`config.mk`:
```
export PLATFORM = sky130hd
export DESIGN_NAME = pipeline_ctrl_flat
export DESIGN_NICKNAME = d
export VERILOG_FILES = /design/src/rtl/pipeline_ctrl_pkg.sv /design/src/rtl/pipeline_ctrl_if.sv /design/src/rtl/pipeline_ctrl_hazard_detect.sv /design/src/rtl/pipeline_ctrl.sv /design/src/flat_wrapper.sv
export SDC_FILE = /design/constraint.sdc
export NUM_CORES = 1
export LEC_CHECK = 0
export CAP_MARGIN = 20
export CORE_ASPECT_RATIO = 1.1
export CORE_MARGIN = 3
export CORE_UTILIZATION = 49
export DETAILED_ROUTE_END_ITERATION = 6
export PLACE_DENSITY = 0.82
export SYNTH_ARGS = -nofsm -noshare
export SYNTH_HDL_FRONTEND = slang
export SYNTH_HIERARCHICAL = 1
export SYNTH_SLANG_ARGS = --single-unit
```
`constraint.sdc`:
```
create_clock -name clk -period 2.87 [get_ports clk]
set_input_delay 0.287 -clock clk [delete_from_list [all_inputs] [get_ports clk]]
set_output_delay 0.287 -clock clk [all_outputs]
set_load 0.05 [all_outputs]
```
`src/rtl/pipeline_ctrl_pkg.sv`:
```
// Shared types and default widths for the pipeline hazard/flush/halt controller.
package pipeline_ctrl_pkg;

  localparam int RW_W_DEF  = 4;
  localparam int CNT_W_DEF = 16;

  typedef enum logic {RUN = 1'b0, HALT = 1'b1} state_t;

  // One bit per pipeline register, used for both advance enables and clears.
  typedef struct packed {
    logic pc;
    logic if_id;
    logic id_ex;
    logic ex_mem;
    logic mem_wb;
  } stage_t;

endpackage

```
`src/rtl/pipeline_ctrl_if.sv`:
```
// Datapath-to-controller bundle: hazard inputs in, per-stage enables and counters out.
interface pipeline_ctrl_if
  import pipeline_ctrl_pkg::*;
#(
  parameter int RW_W  = RW_W_DEF,
  parameter int CNT_W = CNT_W_DEF
);
  logic [RW_W-1:0]  id_rs, id_rt, ex_rw;
  logic             id_uses_rs, id_uses_rt;
  logic             ex_mem_read, ex_we, ex_branch_taken;
  logic             wb_syscall, resume;
  logic             pc_go, go_if_id, go_id_ex, go_ex_mem, go_mem_wb;
  logic             clr_if_id, clr_id_ex, clr_ex_mem, clr_mem_wb;
  logic             halted;
  logic [CNT_W-1:0] stall_cnt, flush_cnt;
  logic [31:0]      cycle_cnt;

  modport slave (
    input  id_rs, id_rt, id_uses_rs, id_uses_rt, ex_mem_read, ex_we, ex_rw,
           ex_branch_taken, wb_syscall, resume,
    output pc_go, go_if_id, go_id_ex, go_ex_mem, go_mem_wb,
           clr_if_id, clr_id_ex, clr_ex_mem, clr_mem_wb,
           halted, stall_cnt, flush_cnt, cycle_cnt
  );

  modport master (
    output id_rs, id_rt, id_uses_rs, id_uses_rt, ex_mem_read, ex_we, ex_rw,
           ex_branch_taken, wb_syscall, resume,
    input  pc_go, go_if_id, go_id_ex, go_ex_mem, go_mem_wb,
           clr_if_id, clr_id_ex, clr_ex_mem, clr_mem_wb,
           halted, stall_cnt, flush_cnt, cycle_cnt
  );
endinterface

```
`src/rtl/pipeline_ctrl_hazard_detect.sv`:
```
// Load-use detector: EX load whose destination (not $0) feeds a source the ID instruction reads.
module hazard_detect #(
  parameter int RW_W = 4
) (
  input  logic [RW_W-1:0] id_rs,
  input  logic [RW_W-1:0] id_rt,
  input  logic            id_uses_rs,
  input  logic            id_uses_rt,
  input  logic            ex_mem_read,
  input  logic            ex_we,
  input  logic [RW_W-1:0] ex_rw,
  output logic            hazard
);
  logic rs_hit, rt_hit;

  assign rs_hit = id_uses_rs && (id_rs == ex_rw);
  assign rt_hit = id_uses_rt && (id_rt == ex_rw);
  assign hazard = ex_mem_read && ex_we && (ex_rw != '0) && (rs_hit || rt_hit);
endmodule

```
`src/rtl/pipeline_ctrl.sv`:
```
// RUN/HALT controller: combinational stage enables/clears, syscall halt, perf counters.
module pipeline_ctrl
  import pipeline_ctrl_pkg::*;
#(
  parameter int RW_W  = RW_W_DEF,
  parameter int CNT_W = CNT_W_DEF
) (
  input  logic             clk,
  input  logic             rst_n,
  pipeline_ctrl_if.slave   bus
);
  state_t           state, state_nxt;
  stage_t           go, clr;
  logic             hazard, act, stall_evt, flush_evt;
  logic [CNT_W-1:0] stall_cnt, flush_cnt;
  logic [31:0]      cycle_cnt;

  hazard_detect #(.RW_W(RW_W)) u_hzd (
    .id_rs      (bus.id_rs),
    .id_rt      (bus.id_rt),
    .id_uses_rs (bus.id_uses_rs),
    .id_uses_rt (bus.id_uses_rt),
    .ex_mem_read(bus.ex_mem_read),
    .ex_we      (bus.ex_we),
    .ex_rw      (bus.ex_rw),
    .hazard     (hazard)
  );

  always_ff @(posedge clk or negedge rst_n) begin
    if (!rst_n) state <= RUN;
    else        state <= state_nxt;
  end

  always_comb begin
    state_nxt = state;
    case (state)
      RUN:     if (bus.wb_syscall) state_nxt = HALT;
      HALT:    if (bus.resume)     state_nxt = RUN;
      default: state_nxt = RUN;
    endcase
  end

  // act: the RUN branch/stall/normal rules govern this cycle (syscall is ignored on resume).
  always_comb begin
    act = 1'b0;
    go  = '0;
    clr = '0;
    case (state)
      RUN:     act = !bus.wb_syscall;
      HALT:    act = bus.resume;
      default: act = 1'b0;
    endcase
    if (!rst_n) begin
      go = '1;
    end else if (act) begin
      if (bus.ex_branch_taken) begin
        go        = '1;
        clr.if_id = 1'b1;
        clr.id_ex = 1'b1;
      end else if (hazard) begin
        go.id_ex  = 1'b1;
        go.ex_mem = 1'b1;
        go.mem_wb = 1'b1;
        clr.id_ex = 1'b1;
      end else begin
        go = '1;
      end
      // Leaving HALT drains the held syscall out of MEM_WB.
      if (state == HALT) begin
        go.mem_wb  = 1'b1;
        clr.mem_wb = 1'b1;
      end
    end
  end

  assign flush_evt = act && bus.ex_branch_taken;
  assign stall_evt = act && !bus.ex_branch_taken && hazard;

  always_ff @(posedge clk or negedge rst_n) begin
    if (!rst_n) begin
      stall_cnt <= '0;
      flush_cnt <= '0;
      cycle_cnt <= '0;
    end else begin
      if (stall_evt && (stall_cnt != '1)) stall_cnt <= stall_cnt + CNT_W'(1);
      if (flush_evt && (flush_cnt != '1)) flush_cnt <= flush_cnt + CNT_W'(1);
      if (state == RUN)                   cycle_cnt <= cycle_cnt + 32'd1;
    end
  end

  assign bus.pc_go      = go.pc;
  assign bus.go_if_id   = go.if_id;
  assign bus.go_id_ex   = go.id_ex;
  assign bus.go_ex_mem  = go.ex_mem;
  assign bus.go_mem_wb  = go.mem_wb;
  assign bus.clr_if_id  = clr.if_id;
  assign bus.clr_id_ex  = clr.id_ex;
  assign bus.clr_ex_mem = clr.ex_mem;
  assign bus.clr_mem_wb = clr.mem_wb;
  assign bus.halted     = (state == HALT);
  assign bus.stall_cnt  = stall_cnt;
  assign bus.flush_cnt  = flush_cnt;
  assign bus.cycle_cnt  = cycle_cnt;
endmodule
```
`src/flat_wrapper.sv`:
```
// flat-port wrapper written by rule: the top's interface ports become plain ports
module pipeline_ctrl_flat import pipeline_ctrl_pkg::*;
#(
  parameter int RW_W  = RW_W_DEF,
  parameter int CNT_W = CNT_W_DEF
)
  (clk, rst_n, bus_id_rs, bus_id_rt, bus_id_uses_rs, bus_id_uses_rt, bus_ex_mem_read, bus_ex_we, bus_ex_rw, bus_ex_branch_taken, bus_wb_syscall, bus_resume, bus_pc_go, bus_go_if_id, bus_go_id_ex, bus_go_ex_mem, bus_go_mem_wb, bus_clr_if_id, bus_clr_id_ex, bus_clr_ex_mem, bus_clr_mem_wb, bus_halted, bus_stall_cnt, bus_flush_cnt, bus_cycle_cnt);
  pipeline_ctrl_if #(.RW_W(RW_W), .CNT_W(CNT_W)) bus_i ();
  input  logic clk;
  input  logic rst_n;
  input wire logic [$bits(bus_i.id_rs)-1:0] bus_id_rs;
  input wire logic [$bits(bus_i.id_rt)-1:0] bus_id_rt;
  input wire logic [$bits(bus_i.id_uses_rs)-1:0] bus_id_uses_rs;
  input wire logic [$bits(bus_i.id_uses_rt)-1:0] bus_id_uses_rt;
  input wire logic [$bits(bus_i.ex_mem_read)-1:0] bus_ex_mem_read;
  input wire logic [$bits(bus_i.ex_we)-1:0] bus_ex_we;
  input wire logic [$bits(bus_i.ex_rw)-1:0] bus_ex_rw;
  input wire logic [$bits(bus_i.ex_branch_taken)-1:0] bus_ex_branch_taken;
  input wire logic [$bits(bus_i.wb_syscall)-1:0] bus_wb_syscall;
  input wire logic [$bits(bus_i.resume)-1:0] bus_resume;
  output wire logic [$bits(bus_i.pc_go)-1:0] bus_pc_go;
  output wire logic [$bits(bus_i.go_if_id)-1:0] bus_go_if_id;
  output wire logic [$bits(bus_i.go_id_ex)-1:0] bus_go_id_ex;
  output wire logic [$bits(bus_i.go_ex_mem)-1:0] bus_go_ex_mem;
  output wire logic [$bits(bus_i.go_mem_wb)-1:0] bus_go_mem_wb;
  output wire logic [$bits(bus_i.clr_if_id)-1:0] bus_clr_if_id;
  output wire logic [$bits(bus_i.clr_id_ex)-1:0] bus_clr_id_ex;
  output wire logic [$bits(bus_i.clr_ex_mem)-1:0] bus_clr_ex_mem;
  output wire logic [$bits(bus_i.clr_mem_wb)-1:0] bus_clr_mem_wb;
  output wire logic [$bits(bus_i.halted)-1:0] bus_halted;
  output wire logic [$bits(bus_i.stall_cnt)-1:0] bus_stall_cnt;
  output wire logic [$bits(bus_i.flush_cnt)-1:0] bus_flush_cnt;
  output wire logic [$bits(bus_i.cycle_cnt)-1:0] bus_cycle_cnt;
  assign bus_i.id_rs = bus_id_rs;
  assign bus_i.id_rt = bus_id_rt;
  assign bus_i.id_uses_rs = bus_id_uses_rs;
  assign bus_i.id_uses_rt = bus_id_uses_rt;
  assign bus_i.ex_mem_read = bus_ex_mem_read;
  assign bus_i.ex_we = bus_ex_we;
  assign bus_i.ex_rw = bus_ex_rw;
  assign bus_i.ex_branch_taken = bus_ex_branch_taken;
  assign bus_i.wb_syscall = bus_wb_syscall;
  assign bus_i.resume = bus_resume;
  assign bus_pc_go = bus_i.pc_go;
  assign bus_go_if_id = bus_i.go_if_id;
  assign bus_go_id_ex = bus_i.go_id_ex;
  assign bus_go_ex_mem = bus_i.go_ex_mem;
  assign bus_go_mem_wb = bus_i.go_mem_wb;
  assign bus_clr_if_id = bus_i.clr_if_id;
  assign bus_clr_id_ex = bus_i.clr_id_ex;
  assign bus_clr_ex_mem = bus_i.clr_ex_mem;
  assign bus_clr_mem_wb = bus_i.clr_mem_wb;
  assign bus_halted = bus_i.halted;
  assign bus_stall_cnt = bus_i.stall_cnt;
  assign bus_flush_cnt = bus_i.flush_cnt;
  assign bus_cycle_cnt = bus_i.cycle_cnt;
  pipeline_ctrl #(.RW_W(RW_W), .CNT_W(CNT_W)) u_core (.clk(clk), .rst_n(rst_n), .bus(bus_i));
endmodule
```
Word-level counts from Yosys, hierarchy flattened

Index checks and enable logic that the tools add are counted.

Bits of input ports: 21
Register bits: 65

Add/sub/neg operators: 3
Eq/ne operators: 4
Muxes and demuxes: 17
Bitwise logic cells: 1
Reductions and logical operators: 14

Operator list:

| operator              | number |
|---|---|
| $add 16x1->16 const B | 2 |
| $add 32x1->32 const B | 1 |
| $ne 16x16->1 const B  | 2 |
| $mux 5                | 3 |
| $logic_and 1x1->1     | 10 |
| $mux 1                | 9 |
| $eq 4x4->1            | 2 |
| $mux 2                | 3 |
| $pmux 1 s2            | 2 |
| $reduce_bool 4->1     | 1 |
| $logic_not 1->1       | 2 |
| $logic_or 1x1->1      | 1 |
| $not 1->1             | 1 |

Logic depth before layout (Yosys ltp)

Depth after elaboration: 9
Depth in mapped cells: 9
Depth with buffers taken out: 8

Modules after synthesis

Netlist, hierarchy kept.

By module, submodules not included:

| module        | cells each | area an instance (um^2) | instances | seq. area each (um^2) |
|---|---|---|---|---|
| pipeline_ctrl | 287        | 3,166.8                 | 1         | 1,626.6 |
| hazard_detect | 15         | 107.6                   | 1         | 0.0 |

Worst setup path after synthesis

OpenSTA, ideal clock, no wires.

Path type: register to output
From: reg u_core.state, in the netlist u_core/bus.halted
To: out bus_pc_go
Data arrival time: 2.646 ns
Path slack: -0.063 ns
Path buffers: 1
Stages on the path, launching flop included: 5
Required time: 2.583 ns
Cells stage by stage: dfrtp_1 nand2b_1 nand2_1 o21ai_0 buf_4

Word-level cells in the longest chain between the ends: 4

Ends and longest elaborated chain:

| item                     | RTL line            | source |
|---|---|---|
| start: declaration       | pipeline_ctrl.sv:12 | `state_t state, state_nxt;` |
| start signal: assignment | pipeline_ctrl.sv:31 | `else state <= state_nxt;` |
| $not 1->1                | --                  |  |
| $pmux 1 s2 (*)           | pipeline_ctrl.sv:48 | `case (state)` |
| $mux 5 (*)               | pipeline_ctrl.sv:55 | `end else if (act) begin` |
| $mux 5 (*)               | pipeline_ctrl.sv:53 | `if (!rst_n) begin` |
| end: declaration         | flat_wrapper.sv:21  | `output wire logic [$bits(bus_i.pc_go)-1:0] bus_pc_go;` |

Mark *: on every way between the ends. The rest lies on a longest branch, timed or not.

Worst setup path after layout

From: reg u_core.state, in the netlist u_core/bus.halted
To: out bus_go_id_ex

Word-level cells in the longest chain between the ends: 4

Ends and longest elaborated chain:

| item             | RTL line            | source |
|---|---|---|
| $not 1->1        | --                  |  |
| $pmux 1 s2 (*)   | pipeline_ctrl.sv:48 |  |
| $mux 5 (*)       | pipeline_ctrl.sv:55 |  |
| $mux 5 (*)       | pipeline_ctrl.sv:53 |  |
| end: declaration | flat_wrapper.sv:23  | `output wire logic [$bits(bus_i.go_id_ex)-1:0] bus_go_id_ex;` |

Marked as above.

==> metrics.yaml <==
gp_congestion: 0.8284
drt-vias-per-instance: 5.457
area_delta_synth_final_pct: 36.87
synth_edf_count: 0
grt_usage_pct: 20.75
dp_cells: 473
crit_fanout: 8
clk_pin_slew_ps: 70
num_vias: 2674
design_area_mm2: 0.004482
finalNetCount: 429
ys_ff_latch: 65
drc: 0
grt_pass1_vias: 2699
clockBufferDepth: 2
synth_compound_area_share_pct: 1.720
drtPass1Iterations: 4
synthSimpleGateAreaFrac_pct: 26.21
stdcell_count: 490
root_buffer: "clkbuf_8"
synthXorXnorAreaFrac_pct: 17.65
ys.flop_type: "dfrtp_1"
p_leak_nw: 2.019
cp_slowest_stage_delay_ps: 820
crit_path_frequent_cell: "nand2_1"
place_area_mm2: 0.004309
relSlewSlack_pct: 46.70
routed_wl_um: 7496
cts.sinks: 65
critPathCaptureType: "output pin"
min_path_type: "in2async"
cp-start-kind: "register"
grt_pass1_wl_um: 12860
outcome: "finished clean"
synthCells: 302
synth_top_area_share_pct: 49.68
synthArstFlopShare_pct: 100.0
syn_nets: 326
required_ps: 2580
floorplan.initialDensity_pct: 51.92
final_hold_viol_count: 0
setup_tns_ps: 0
fp.dieH_um: 91.74
p_per_area_mw_per_mm2: 635.2
yosysSeqAreaShare_pct: 49.68
r2r_setup_slack_ps: 910
cap_viol_max_count: 0
avgRoutedWirePerCell_um: 15.30
dieArea_mm2: 0.007700
layout_common_cells: "89 x clkdlybuf4s50_1, 65 x dfrtp_1, 39 x xor2_1"
syn_area_per_cell_um2: 10.84
antenna_left: 0
post-route-period-util_pct: 88.50
crit_path_top_delay_cell: "clkdlybuf4s50_1"
die_x_um: 83.94
drtIter0Drc: 123
dp_hpwl_um: 5594
crit_chain: "nand2b_1 > nand2_1 > nand2_1 > clkdlybuf4s50_1"
setup_viol: 0
synth.area.mux_share_pct: 1.376
critPathKind: "reg2out"
max-vdd-ir-drop_v: 0.0006677
max_clock_freq_mhz: 393.7
rows: 30
port_buffers: 93
utilization_pct: 71.07
ys_types: 37
synth_top_family_by_area: "simple AND/OR/NAND/NOR gates"
synth_area_leaders: "dfrtp_1 50%, xor2_1 10%, xnor2_1 7.2%"
grt_max_degree: 42
yosysWarnings: 6
core-area_mm2: 0.006306
ios: 95
grt_setup_unrepaired: "no"
fin_crit_ps: 2540
final.setup_skew_ps: 7.861
yosys.area.top_type: "dfrtp_1"
synth_adder_area_share_pct: 1.146
worst_pin_slew_ps: 790.9
total_power_w: 0.002847
cp_data_arrival_time_ps: 2250
slew_violations: 0
syn_area_mm2: 0.003274
antenna_found_initial: 0
cts_max_level: 3
numCtsBuffers: 9
grt_overflow: 0
cts_tree: "yes"
drive_gt1_share_pct: 9.756
antenna_cells: 0
final_common_cell: "clkdlybuf4s50_1"
clock_latency_ps: 340
cell type report:
cell class | instances | area (µm²)
clock inverter | 6 | 35.03
multi-input combinational | 224 | 1579
timing repair buffer | 99 | 991.0
inverter | 6 | 22.52
tap | 80 | 100.1
sequential | 65 | 1627
clock buffer | 10 | 127.6
fill | 478 | 1824
layer usage:
metal / global-route usage [%] / wire, µm
met1: 24.05 / 3064
met2: 35.61 / 3738
met3: 4.942 / 504
met4: 10.72 / 188
met5: 0 / 0
state kept, by name (all words and copies together), names as in the netlist:
| signal | cells |
|---|---|
| u_core/bus.cycle_cnt | 32 |
| u_core/bus.flush_cnt | 16 |
| u_core/bus.stall_cnt | 16 |
| u_core/bus.halted | 1 |
cell families (layout without fill, tap and decap cells):
family | after synthesis | after routing
mux | 4 | 4
fa+ha+maj | 3 | 3
compound gates | 8 | 8
simple gates | 142 | 142
other cells | 1 | 1
buf+inv | 13 | 121
flops | 65 | 65
xor+xnor | 66 | 66
critical path, delay by kind of cell, from the launching register on:
family | cells | cell delay, ps
buffers and inverters | 1 | 820
AND/OR/NAND/NOR | 3 | 590
flip-flops | 1 | 520
synth_stat cells (all sizes together) (2+ instances only):
cell type and n:
a21oi 3, and2 5, and3 12, and4 5, buf 6, dfrtp 65, ha 3, inv 6
mux2 4, nand2 25, nand2b 4, nand3 19, nand4 21, nor2 10, nor3 16, nor4 15
nor4b 2, o21ai 2, or2 2, or4 2, xnor2 27, xor2 39
what timing repair did:
action	4_1_cts	5_1_grt
setup buffers	0	0
gates resized for setup	0	0
setup endpoints to repair	0	0
hold endpoints to repair	7	0
hold buffers	1	0
worst paths after layout:
kind | from | to | depth (start not counted)
worst max-delay path | u_core/bus.halted | bus_go_id_ex | 4
worst min-delay path | rst_n | u_core/bus.flush_cnt[14] | 2
worst max register to register | u_core/bus.stall_cnt[0] | u_core/bus.stall_cnt[1] | 6
worst min register to register | u_core/bus.cycle_cnt[31] | u_core/bus.cycle_cnt[31] | 1
max in group asynchronous | rst_n | u_core/bus.stall_cnt[9] | 3
min in group clk | u_core/bus.cycle_cnt[31] | u_core/bus.cycle_cnt[31] | 1
report_power, final:
group / internal (W) / leakage [nW] / switching [W]
Sequential: 0.00102 / 0.871 / 0.000167
Combinational: 0.000356 / 1.07 / 0.000646
Clock: 0.000307 / 0.0818 / 0.000346
Total: 0.00169 / 2.02 / 0.00116
stage by stage:
stage	setup slack (ps)	hold slack [ps]
finish	330.2	361.5
global route	147.1	368.3
CTS	310.7	351.7
detailed placement	139.2	191.1
global placement	274.8	184.0
floorplan	376.2	-8.591
(Power assumes the default switching activity.)
